--- src/rtl/stochround_pipe_if.sv ---
// Streaming handshake bundle for stochround_pipe: an input sample channel
// (valid/ready, packed lanes, rounding mode) and an output result channel
// (valid/ready, packed rounded lanes, per-lane saturation flags).
interface stochround_pipe_if #(
    parameter int N_CH  = 4,
    parameter int IN_W  = 24,
    parameter int OUT_W = 16
) ();
    logic                    in_valid;
    logic                    in_ready;
    logic [N_CH*IN_W-1:0]    in_data;
    logic [1:0]              in_mode;
    logic                    out_valid;
    logic                    out_ready;
    logic [N_CH*OUT_W-1:0]   out_data;
    logic [N_CH-1:0]         out_sat;

    // Producer / consumer side of the bus (drives samples, accepts results).
    modport master (
        output in_valid, in_data, in_mode, out_ready,
        input  in_ready, out_valid, out_data, out_sat
    );

    // Rounding engine side of the bus.
    modport slave (
        input  in_valid, in_data, in_mode, out_ready,
        output in_ready, out_valid, out_data, out_sat
    );
endinterface

--- src/rtl/stochround_pipe.sv ---
// stochround_pipe: N_CH parallel lanes that narrow IN_W-bit signed samples
// to OUT_W bits with stochastic, round-half-up or truncating rounding.
// Each lane owns a Galois LFSR whose low D bits form the stochastic addend.
// Stage 1 holds the shifted (pre-saturation) quotient, stage 2 holds the
// clamped result and saturation flags that drive the outputs.
module stochround_pipe #(
    parameter int                N_CH     = 4,
    parameter int                IN_W     = 24,
    parameter int                OUT_W    = 16,
    parameter int                LFSR_W   = 15,
    parameter logic [LFSR_W-1:0] TAPS     = 15'h6000,
    parameter logic [LFSR_W-1:0] RST_SEED = 15'h0001
) (
    input  logic              clk,
    input  logic              rst,
    input  logic              prog,
    input  logic [LFSR_W-1:0] seed,
    stochround_pipe_if.slave  bus,
    output logic [LFSR_W-1:0] lfsr_dbg
);

    // Number of discarded fraction bits.
    localparam int D     = IN_W - OUT_W;
    // Sign-extended sum width (one guard bit so the addend never wraps).
    localparam int SUM_W = IN_W + 1;
    // Quotient width after dropping D bits; one bit wider than the output.
    localparam int Q_W   = OUT_W + 1;

    // Round-half-up addend: one half of an output LSB.
    localparam logic [SUM_W-1:0] HALF_ADD = {{(SUM_W-1){1'b0}}, 1'b1} << (D - 1);

    // Lane seed: base XOR lane index, with the LFSR lock-up state avoided.
    function automatic logic [LFSR_W-1:0] lane_seed(input logic [LFSR_W-1:0] base,
                                                    input int unsigned       lane);
        logic [LFSR_W-1:0] v;
        v = base ^ LFSR_W'(lane);
        if (v == {LFSR_W{1'b0}}) begin
            v = {{(LFSR_W-1){1'b0}}, 1'b1};
        end else begin
            v = v;
        end
        return v;
    endfunction

    // One right-shift Galois step.
    function automatic logic [LFSR_W-1:0] lfsr_step(input logic [LFSR_W-1:0] s);
        return (s >> 1) ^ (s[0] ? TAPS : {LFSR_W{1'b0}});
    endfunction

    // Sign-extend, add the rounding addend and drop the fraction bits.
    // The logical shift is sufficient because only the low Q_W bits survive.
    function automatic logic [Q_W-1:0] round_q(input logic [IN_W-1:0]  x,
                                               input logic [SUM_W-1:0] addend);
        logic [SUM_W-1:0] sum;
        sum = {x[IN_W-1], x} + addend;
        return Q_W'(sum >> D);
    endfunction

    // Clamp a Q_W-bit quotient into OUT_W bits; returns {sat, value}.
    // Overflow shows up as disagreement between the two top quotient bits.
    function automatic logic [OUT_W:0] saturate(input logic [Q_W-1:0] q);
        logic [OUT_W:0] r;
        if (q[Q_W-1] == q[Q_W-2]) begin
            r = {1'b0, q[OUT_W-1:0]};
        end else if (q[Q_W-1] == 1'b0) begin
            r = {1'b1, 1'b0, {(OUT_W-1){1'b1}}};
        end else begin
            r = {1'b1, 1'b1, {(OUT_W-1){1'b0}}};
        end
        return r;
    endfunction

    logic [LFSR_W-1:0]     lfsr_r   [N_CH];
    logic [SUM_W-1:0]      addend_s [N_CH];
    logic [Q_W-1:0]        q_s      [N_CH];
    logic [Q_W-1:0]        s1_q_r   [N_CH];
    logic [OUT_W:0]        sat_s    [N_CH];
    logic                  s1_v_r;
    logic                  s2_v_r;
    logic [N_CH*OUT_W-1:0] out_data_r;
    logic [N_CH-1:0]       out_sat_r;
    logic                  en1_s;
    logic                  en2_s;
    logic                  ready_s;
    logic                  accept_s;

    // Stage enables and input acceptance; prog blocks new samples only.
    always_comb begin
        en2_s    = 1'b0;
        en1_s    = 1'b0;
        ready_s  = 1'b0;
        accept_s = 1'b0;
        en2_s    = !s2_v_r || bus.out_ready;
        en1_s    = !s1_v_r || en2_s;
        ready_s  = en1_s && !prog;
        accept_s = bus.in_valid && ready_s;
    end

    // Per-lane addend selection and quotient for the incoming sample.
    always_comb begin
        for (int i = 0; i < N_CH; i++) begin
            addend_s[i] = {SUM_W{1'b0}};
            case (bus.in_mode)
                2'd0:    addend_s[i] = {{(SUM_W-D){1'b0}}, lfsr_r[i][D-1:0]};
                2'd1:    addend_s[i] = HALF_ADD;
                2'd2:    addend_s[i] = {SUM_W{1'b0}};
                2'd3:    addend_s[i] = {SUM_W{1'b0}};
                default: addend_s[i] = {SUM_W{1'b0}};
            endcase
            q_s[i] = round_q(bus.in_data[i*IN_W +: IN_W], addend_s[i]);
        end
    end

    // Saturation of the stage-1 quotients feeding stage 2.
    always_comb begin
        for (int i = 0; i < N_CH; i++) begin
            sat_s[i] = saturate(s1_q_r[i]);
        end
    end

    // Lane LFSRs: reset seed, then programmed seed, then one step per accept.
    always_ff @(posedge clk) begin
        for (int i = 0; i < N_CH; i++) begin
            if (rst) begin
                lfsr_r[i] <= lane_seed(RST_SEED, i);
            end else if (prog) begin
                lfsr_r[i] <= lane_seed(seed, i);
            end else if (accept_s) begin
                lfsr_r[i] <= lfsr_step(lfsr_r[i]);
            end else begin
                lfsr_r[i] <= lfsr_r[i];
            end
        end
    end

    // Stage 1: capture the quotient of each accepted sample.
    always_ff @(posedge clk) begin
        if (rst) begin
            s1_v_r <= 1'b0;
            for (int i = 0; i < N_CH; i++) begin
                s1_q_r[i] <= {Q_W{1'b0}};
            end
        end else if (en1_s) begin
            s1_v_r <= accept_s;
            if (accept_s) begin
                for (int i = 0; i < N_CH; i++) begin
                    s1_q_r[i] <= q_s[i];
                end
            end
        end
    end

    // Stage 2: registered saturated result; holds while the consumer stalls.
    always_ff @(posedge clk) begin
        if (rst) begin
            s2_v_r     <= 1'b0;
            out_data_r <= {(N_CH*OUT_W){1'b0}};
            out_sat_r  <= {N_CH{1'b0}};
        end else if (en2_s) begin
            s2_v_r <= s1_v_r;
            if (s1_v_r) begin
                for (int i = 0; i < N_CH; i++) begin
                    out_data_r[i*OUT_W +: OUT_W] <= sat_s[i][OUT_W-1:0];
                    out_sat_r[i]                 <= sat_s[i][OUT_W];
                end
            end
        end
    end

    assign bus.in_ready  = ready_s;
    assign bus.out_valid = s2_v_r;
    assign bus.out_data  = out_data_r;
    assign bus.out_sat   = out_sat_r;
    assign lfsr_dbg      = lfsr_r[0];

endmodule

--- src/flat_wrapper.sv ---
// flat-port wrapper written by rule: the top's interface ports become plain ports
module stochround_pipe_flat 
#(
    parameter int                N_CH     = 4,
    parameter int                IN_W     = 24,
    parameter int                OUT_W    = 16,
    parameter int                LFSR_W   = 15,
    parameter logic [LFSR_W-1:0] TAPS     = 15'h6000,
    parameter logic [LFSR_W-1:0] RST_SEED = 15'h0001
)
  (clk, rst, prog, seed, lfsr_dbg, bus_in_valid, bus_in_data, bus_in_mode, bus_out_ready, bus_in_ready, bus_out_valid, bus_out_data, bus_out_sat);
  stochround_pipe_if #(.N_CH(N_CH), .IN_W(IN_W), .OUT_W(OUT_W)) bus_i ();
  input  logic clk;
  input  logic rst;
  input  logic prog;
  input  logic [LFSR_W-1:0] seed;
  output logic [LFSR_W-1:0] lfsr_dbg;
  input wire logic [$bits(bus_i.in_valid)-1:0] bus_in_valid;
  input wire logic [$bits(bus_i.in_data)-1:0] bus_in_data;
  input wire logic [$bits(bus_i.in_mode)-1:0] bus_in_mode;
  input wire logic [$bits(bus_i.out_ready)-1:0] bus_out_ready;
  output wire logic [$bits(bus_i.in_ready)-1:0] bus_in_ready;
  output wire logic [$bits(bus_i.out_valid)-1:0] bus_out_valid;
  output wire logic [$bits(bus_i.out_data)-1:0] bus_out_data;
  output wire logic [$bits(bus_i.out_sat)-1:0] bus_out_sat;
  assign bus_i.in_valid = bus_in_valid;
  assign bus_i.in_data = bus_in_data;
  assign bus_i.in_mode = bus_in_mode;
  assign bus_i.out_ready = bus_out_ready;
  assign bus_in_ready = bus_i.in_ready;
  assign bus_out_valid = bus_i.out_valid;
  assign bus_out_data = bus_i.out_data;
  assign bus_out_sat = bus_i.out_sat;
  stochround_pipe #(.N_CH(N_CH), .IN_W(IN_W), .OUT_W(OUT_W), .LFSR_W(LFSR_W), .TAPS(TAPS), .RST_SEED(RST_SEED)) u_core (.clk(clk), .rst(rst), .prog(prog), .seed(seed), .bus(bus_i), .lfsr_dbg(lfsr_dbg));
endmodule
--- config.mk ---
export PLATFORM = sky130hd
export DESIGN_NAME = stochround_pipe_flat
export DESIGN_NICKNAME = d
export VERILOG_FILES = /design/src/rtl/stochround_pipe_if.sv /design/src/rtl/stochround_pipe.sv /design/src/flat_wrapper.sv
export SDC_FILE = /design/constraint.sdc
export NUM_CORES = 1
export LEC_CHECK = 0
export ABC_AREA = 0
export CAP_MARGIN = 20
export CORE_ASPECT_RATIO = 0.7
export CORE_MARGIN = 2
export CORE_UTILIZATION = 40
export DETAILED_ROUTE_END_ITERATION = 10
export DONT_BUFFER_PORTS = 1
export PLACE_DENSITY = 0.58
export SLEW_MARGIN = 5
export SYNTH_ARGS = -nofsm -noshare
export SYNTH_HDL_FRONTEND = slang
export SYNTH_SLANG_ARGS = --single-unit
--- constraint.sdc ---
create_clock -name clk -period 4.7 [get_ports clk]
set_input_delay 0.47 -clock clk [delete_from_list [all_inputs] [get_ports clk]]
set_output_delay 0.47 -clock clk [all_outputs]
set_load 0.01 [all_outputs]
## Word-level counts from Yosys, hierarchy flattened

Memory sizes are Yosys's and may differ from the RTL's.
Index checks and enable logic that the tools add are counted.
W data, S select, Z words.

| storage, ports and cells | value |
|---|---|
| bits in registers | 70 |
| memory bits (writable) | 128 |
| input port bits | 118 |
| output and inout bits | 85 |
| logic and storage cells | 117 |
| memories kept | 2 |

| cells by class | value |
|---|---|
| add/sub/neg operators | 4 |
| equal/unequal tests | 7 |
| mux-type cells | 63 |
| bitwise logic cells | 23 |
| reduce and logical (&&, ||, !) cells | 14 |

Memory list:

| memory | words | width | rd ports | clocked after Yosys merged registers in | wr ports | RTL line | source |
|---|---|---|---|---|---|---|---|
| u_core.s1_q_r | 4 | 17 | 4 | 0 | 4 | stochround_pipe.sv:76 | `logic [Q_W-1:0] s1_q_r [N_CH];` |
| u_core.lfsr_r | 4 | 15 | 4 | 0 | 4 | stochround_pipe.sv:73 | `logic [LFSR_W-1:0] lfsr_r [N_CH];` |

Operators by type and width:

| operator | count |
|---|---|
| $mux W15 | 31 |
| $pmux W25 S3 | 4 |
| $mux W17 | 8 |
| $add A25 B25 Y25 | 4 |
| $mux W16 | 4 |
| $logic_not A15 Y1 | 4 |
| $xor A14 B15 Y15 | 4 |
| $mux W1 | 16 |
| $or A1 B1 Y1 | 16 |
| $eq A1 B1 Y1 | 4 |
| $eq A2 B2 Y1 const B | 2 |
| $logic_not A1 Y1 | 3 |
| $eq A2 B1 Y1 const B | 1 |
| $logic_and A1 B1 Y1 | 2 |
| $logic_not A2 Y1 | 1 |
| $logic_or A1 B1 Y1 | 2 |
| $not A1 Y1 | 2 |
| $not A2 Y2 | 1 |
| $reduce_and A2 Y1 | 1 |
| $reduce_or A2 Y1 | 1 |

## Logic depth before layout (Yosys ltp)

| logic depth | value |
|---|---|
| word-level depth | 11 |
| depth in mapped cells | 12 |
| depth with buffers taken out | 8 |

## Worst setup path after synthesis

OpenSTA, ideal clock, no wires.

| timing path | value |
|---|---|
| path type | input port to flip-flop |
| from | input rst |
| to | memory u_core.lfsr_r[0][0], enable pin |
| library setup time | 0.382 ns |
| data arrival time | 3.319 ns |
| required time | 4.318 ns |
| slack | 0.999 ns |
| stages on the path | 3 |
| path buffers | 1 |
| cells stage by stage | clkbuf_1 > nand2b_1 > or2_2 |

RTL lines:

| item | RTL line | source |
|---|---|---|
| start, declared | flat_wrapper.sv:14 | `input logic rst;` |
| end, declared | stochround_pipe.sv:73 |  |

==> impl_metrics.ini <==
[critical_path]
r2r_slack_ns = 1.85
r2r_cells = 6
path_cells = nand3b_1 -> nand3b_1 -> or2_2 -> buf_4 -> or4_1 -> o21ai_1
path_max_fanout = 30
critPathMaxStageDelay_ns = 0.78
endpoint_kind = flop
slowest_stage = or2_2
required_ns = 4.98
worstPathArrival_ns = 3.13
cp-start-kind = flop
path_class = reg -> reg
timing.rr.end = u_core.s1_q_r[0][32]
rr_startpoint = u_core.bus.out_valid
cpMostUsedCell = nand3b_1

[cells_and_area]
area_growth_pct = 7.50
fin_area_um2 = 10900
final_nets = 1100
drive_gt1_frac = 0.0667

[floorplanning]
io_pins = 203
coreArea_um2 = 24800
die_y_um = 137
initial_core_util = 0.410
rows = 48
die_area_um2 = 26700
fp.dieW_um = 194

[timing]
hold_violations = 0
tightest_slew_ns = 1.04
rsz0062_at_grt = false
setup_ws_ns = 1.85
clock_skew_ns = 0.0160
fin_crit_sh = 0.606
fmax_mhz = 351
finalCriticalPeriod_ns = 2.85
setup_viol = 0
relSlewSlack = 0.305
drv_slew = 0
finalSetupTns_ns = 0

[clocking]
cts_max_level = 4
clockBufferDepth = 2
cts_tree = done
cts_setup_buffers = 0
root_buffer = clkbuf_16
cts_resized = 0
cts.reportedPaths.clkPinSlew_ns = 0.08
clk_latency_ns = 0.44
cts_buffers = 17
clock-sinks = 198
cts_hold_buf = 0

[detailed_routing]
wl_per_cell_um = 20.4
via_count = 7538
firstDrtPassIters = 10
drt-initial-drc-count = 518
finalWirelength_mm = 26.2
drc_errors = 28
ant_nets = 0
avgViaCountPerCell = 5.87

[yosys]
yosysTopAreaCellShare = 0.378
yosysMostFrequentCell = edfxtp_1
ys_async_sr_fraction = 0
synth_nets = 1139
synth_commonest_cells = edfxtp_1, nor2_1, a21oi_1, a211oi_1, dfxtp_1
syn_inst = 985
syn_area_per_cell_um2 = 10.3
syn_area_um2 = 10200
yosysUniqueCellTypes = 65
ys_seq_area_frac = 0.516
synth_top_area_cell = edfxtp_1
synth_seq_cells = 198
synth-edff-count = 128
synthTopCellsByArea = edfxtp_1, dfxtp_1, a21oi_1, a211oi_1, nor2_1
ys_warn_count = 0
synth_ff_type = edfxtp_1

[placement]
place_ws_ns = 1.60
place.gp.congestion = 0.794
io_buffers = 0
post_dp_cell_area_um2 = 10400
dpl.hpwl_mm = 18.5

[global_route]
grt_pass1_vias = 6896
grt_max_degree = 137
antenna_found_initial = 1
grt_use_total = 0.196
grt-ovfl-total = 0
grt_pass1_wl_mm = 40.3

[worst_hold_path]
min_delay_worst_endpoint = u_core.bus.out_data[47]
min_from = rst
min_path_cells = 1
holdCritPathClass = in -> reg

[flow_run]
drv_cap = 0

[status]
violations = DRC
status = finished with violations

[power]
p_per_area_nw_per_um2 = 354
leakage_nw = 3.82
peakVddDrop_mv = 0.249
[how the worst max path moves through the flow]
stage	depth (start not counted)	endpoint	slack, ns	start
floorplan	3	u_core.lfsr_r[0][0]	1.0	rst
CTS	6	u_core.s1_q_r[0][32]	1.85	u_core.bus.out_valid
global route	6	u_core.s1_q_r[0][32]	1.64	u_core.bus.out_valid
global placement	8	u_core.s1_q_r[0][6]	1.74	bus_in_mode[1]
finish	6	u_core.s1_q_r[0][32]	1.85	u_core.bus.out_valid
detailed placement	8	u_core.s1_q_r[0][11]	1.60	bus_in_mode[1]
[report_power, final]
| part | leakage [nW] | internal (mW) | switching (mW) | total [mW] |
|---|---|---|---|---|
| Sequential | 1.93 | 1.99 | 0.0902 | 2.08 |
| Clock | 0.267 | 0.710 | 0.660 | 1.37 |
| Combinational | 1.62 | 0.155 | 0.263 | 0.418 |
[critical path, delay by kind of cell, from the launching register on]
| family | cells | cell delay, ns |
|---|---|---|
| buffers and inverters | 1 | 0.31 |
| AO/OA/AOI/OAI | 1 | 0.08 |
| flip-flops | 1 | 0.35 |
| AND/OR/NAND/NOR | 4 | 1.93 |
[final cells by class]
class,count,area [um^2]
Fill cell,2387,13900
Sequential cell,198,5250
Multi-Input combinational cell,697,4550
Clock buffer,22,464
Tap cell,325,407
Timing Repair Buffer,12,103
Inverter,20,75.1
Clock inverter,10,71.3
Antenna cell,1,2.50
[flip-flops by register name (all words and copies together), names as in the netlist]
signal / flops
u_core.s1_q_r: 68
u_core.lfsr_r: 60
u_core.bus.out_valid: 1
u_core.bus.out_data: 64
u_core.s1_v_r: 1
u_core.bus.out_sat: 4
[through the flow]
stage	cells	total power, mW	util	hold slack [ns]
floorplan	985	2.43	-	0.478
global placement	1250	2.52	0.418	0.500
detailed placement	1250	2.53	0.418	0.509
CTS	1282	3.90	0.440	0.0795
global route	1284	4.03	0.440	0.0731
finish	1285	3.86	0.440	0.102
[cells in the final DEF, fill, tap and decap left out, drive strengths merged, types with 6 or more instances in the layout]
cell,Yosys,final
dfxtp,70,70
nand2b,7,7
xnor2,6,6
edfxtp,128,128
buf,17,12
or4,28,28
inv,20,23
ha,36,36
nand3,21,21
nor4,7,7
clkinv,0,7
nor2,123,123
nor3,10,10
a211oi,73,73
clkbuf,53,22
o21ai,29,29
or3,13,13
mux2i,10,10
a21oi,110,110
o211ai,10,10
a22o,45,45
o31ai,22,22
nand4,12,12
nand2,42,42
and2,24,24
[logic make-up (layout without fill, tap and decap cells)]
logic type	after synthesis	in the layout	share of synthesized area
AOI/OAI and AO/OA	326	326	0.221
xor gates and xnor gates	11	11	0.00948
adders and majority gates	36	36	0.0443
buffers and inverters	90	64	0.0372
DFF	198	198	0.516
muxes	10	10	0.00986
other	0	1	0
and+or+nand+nor	314	314	0.161
[metal layers]
layer | part of all wire | GRT usage | routed length [um]
met2 | 0.44 | 0.289 | 11500
met3 | 0.081 | 0.0671 | 2130
met4 | 0.0075 | 0.0389 | 196
met5 | 0 | 0 | 0
met1 | 0.47 | 0.278 | 12400
Note: power is estimated with default switching activity, not from simulation.
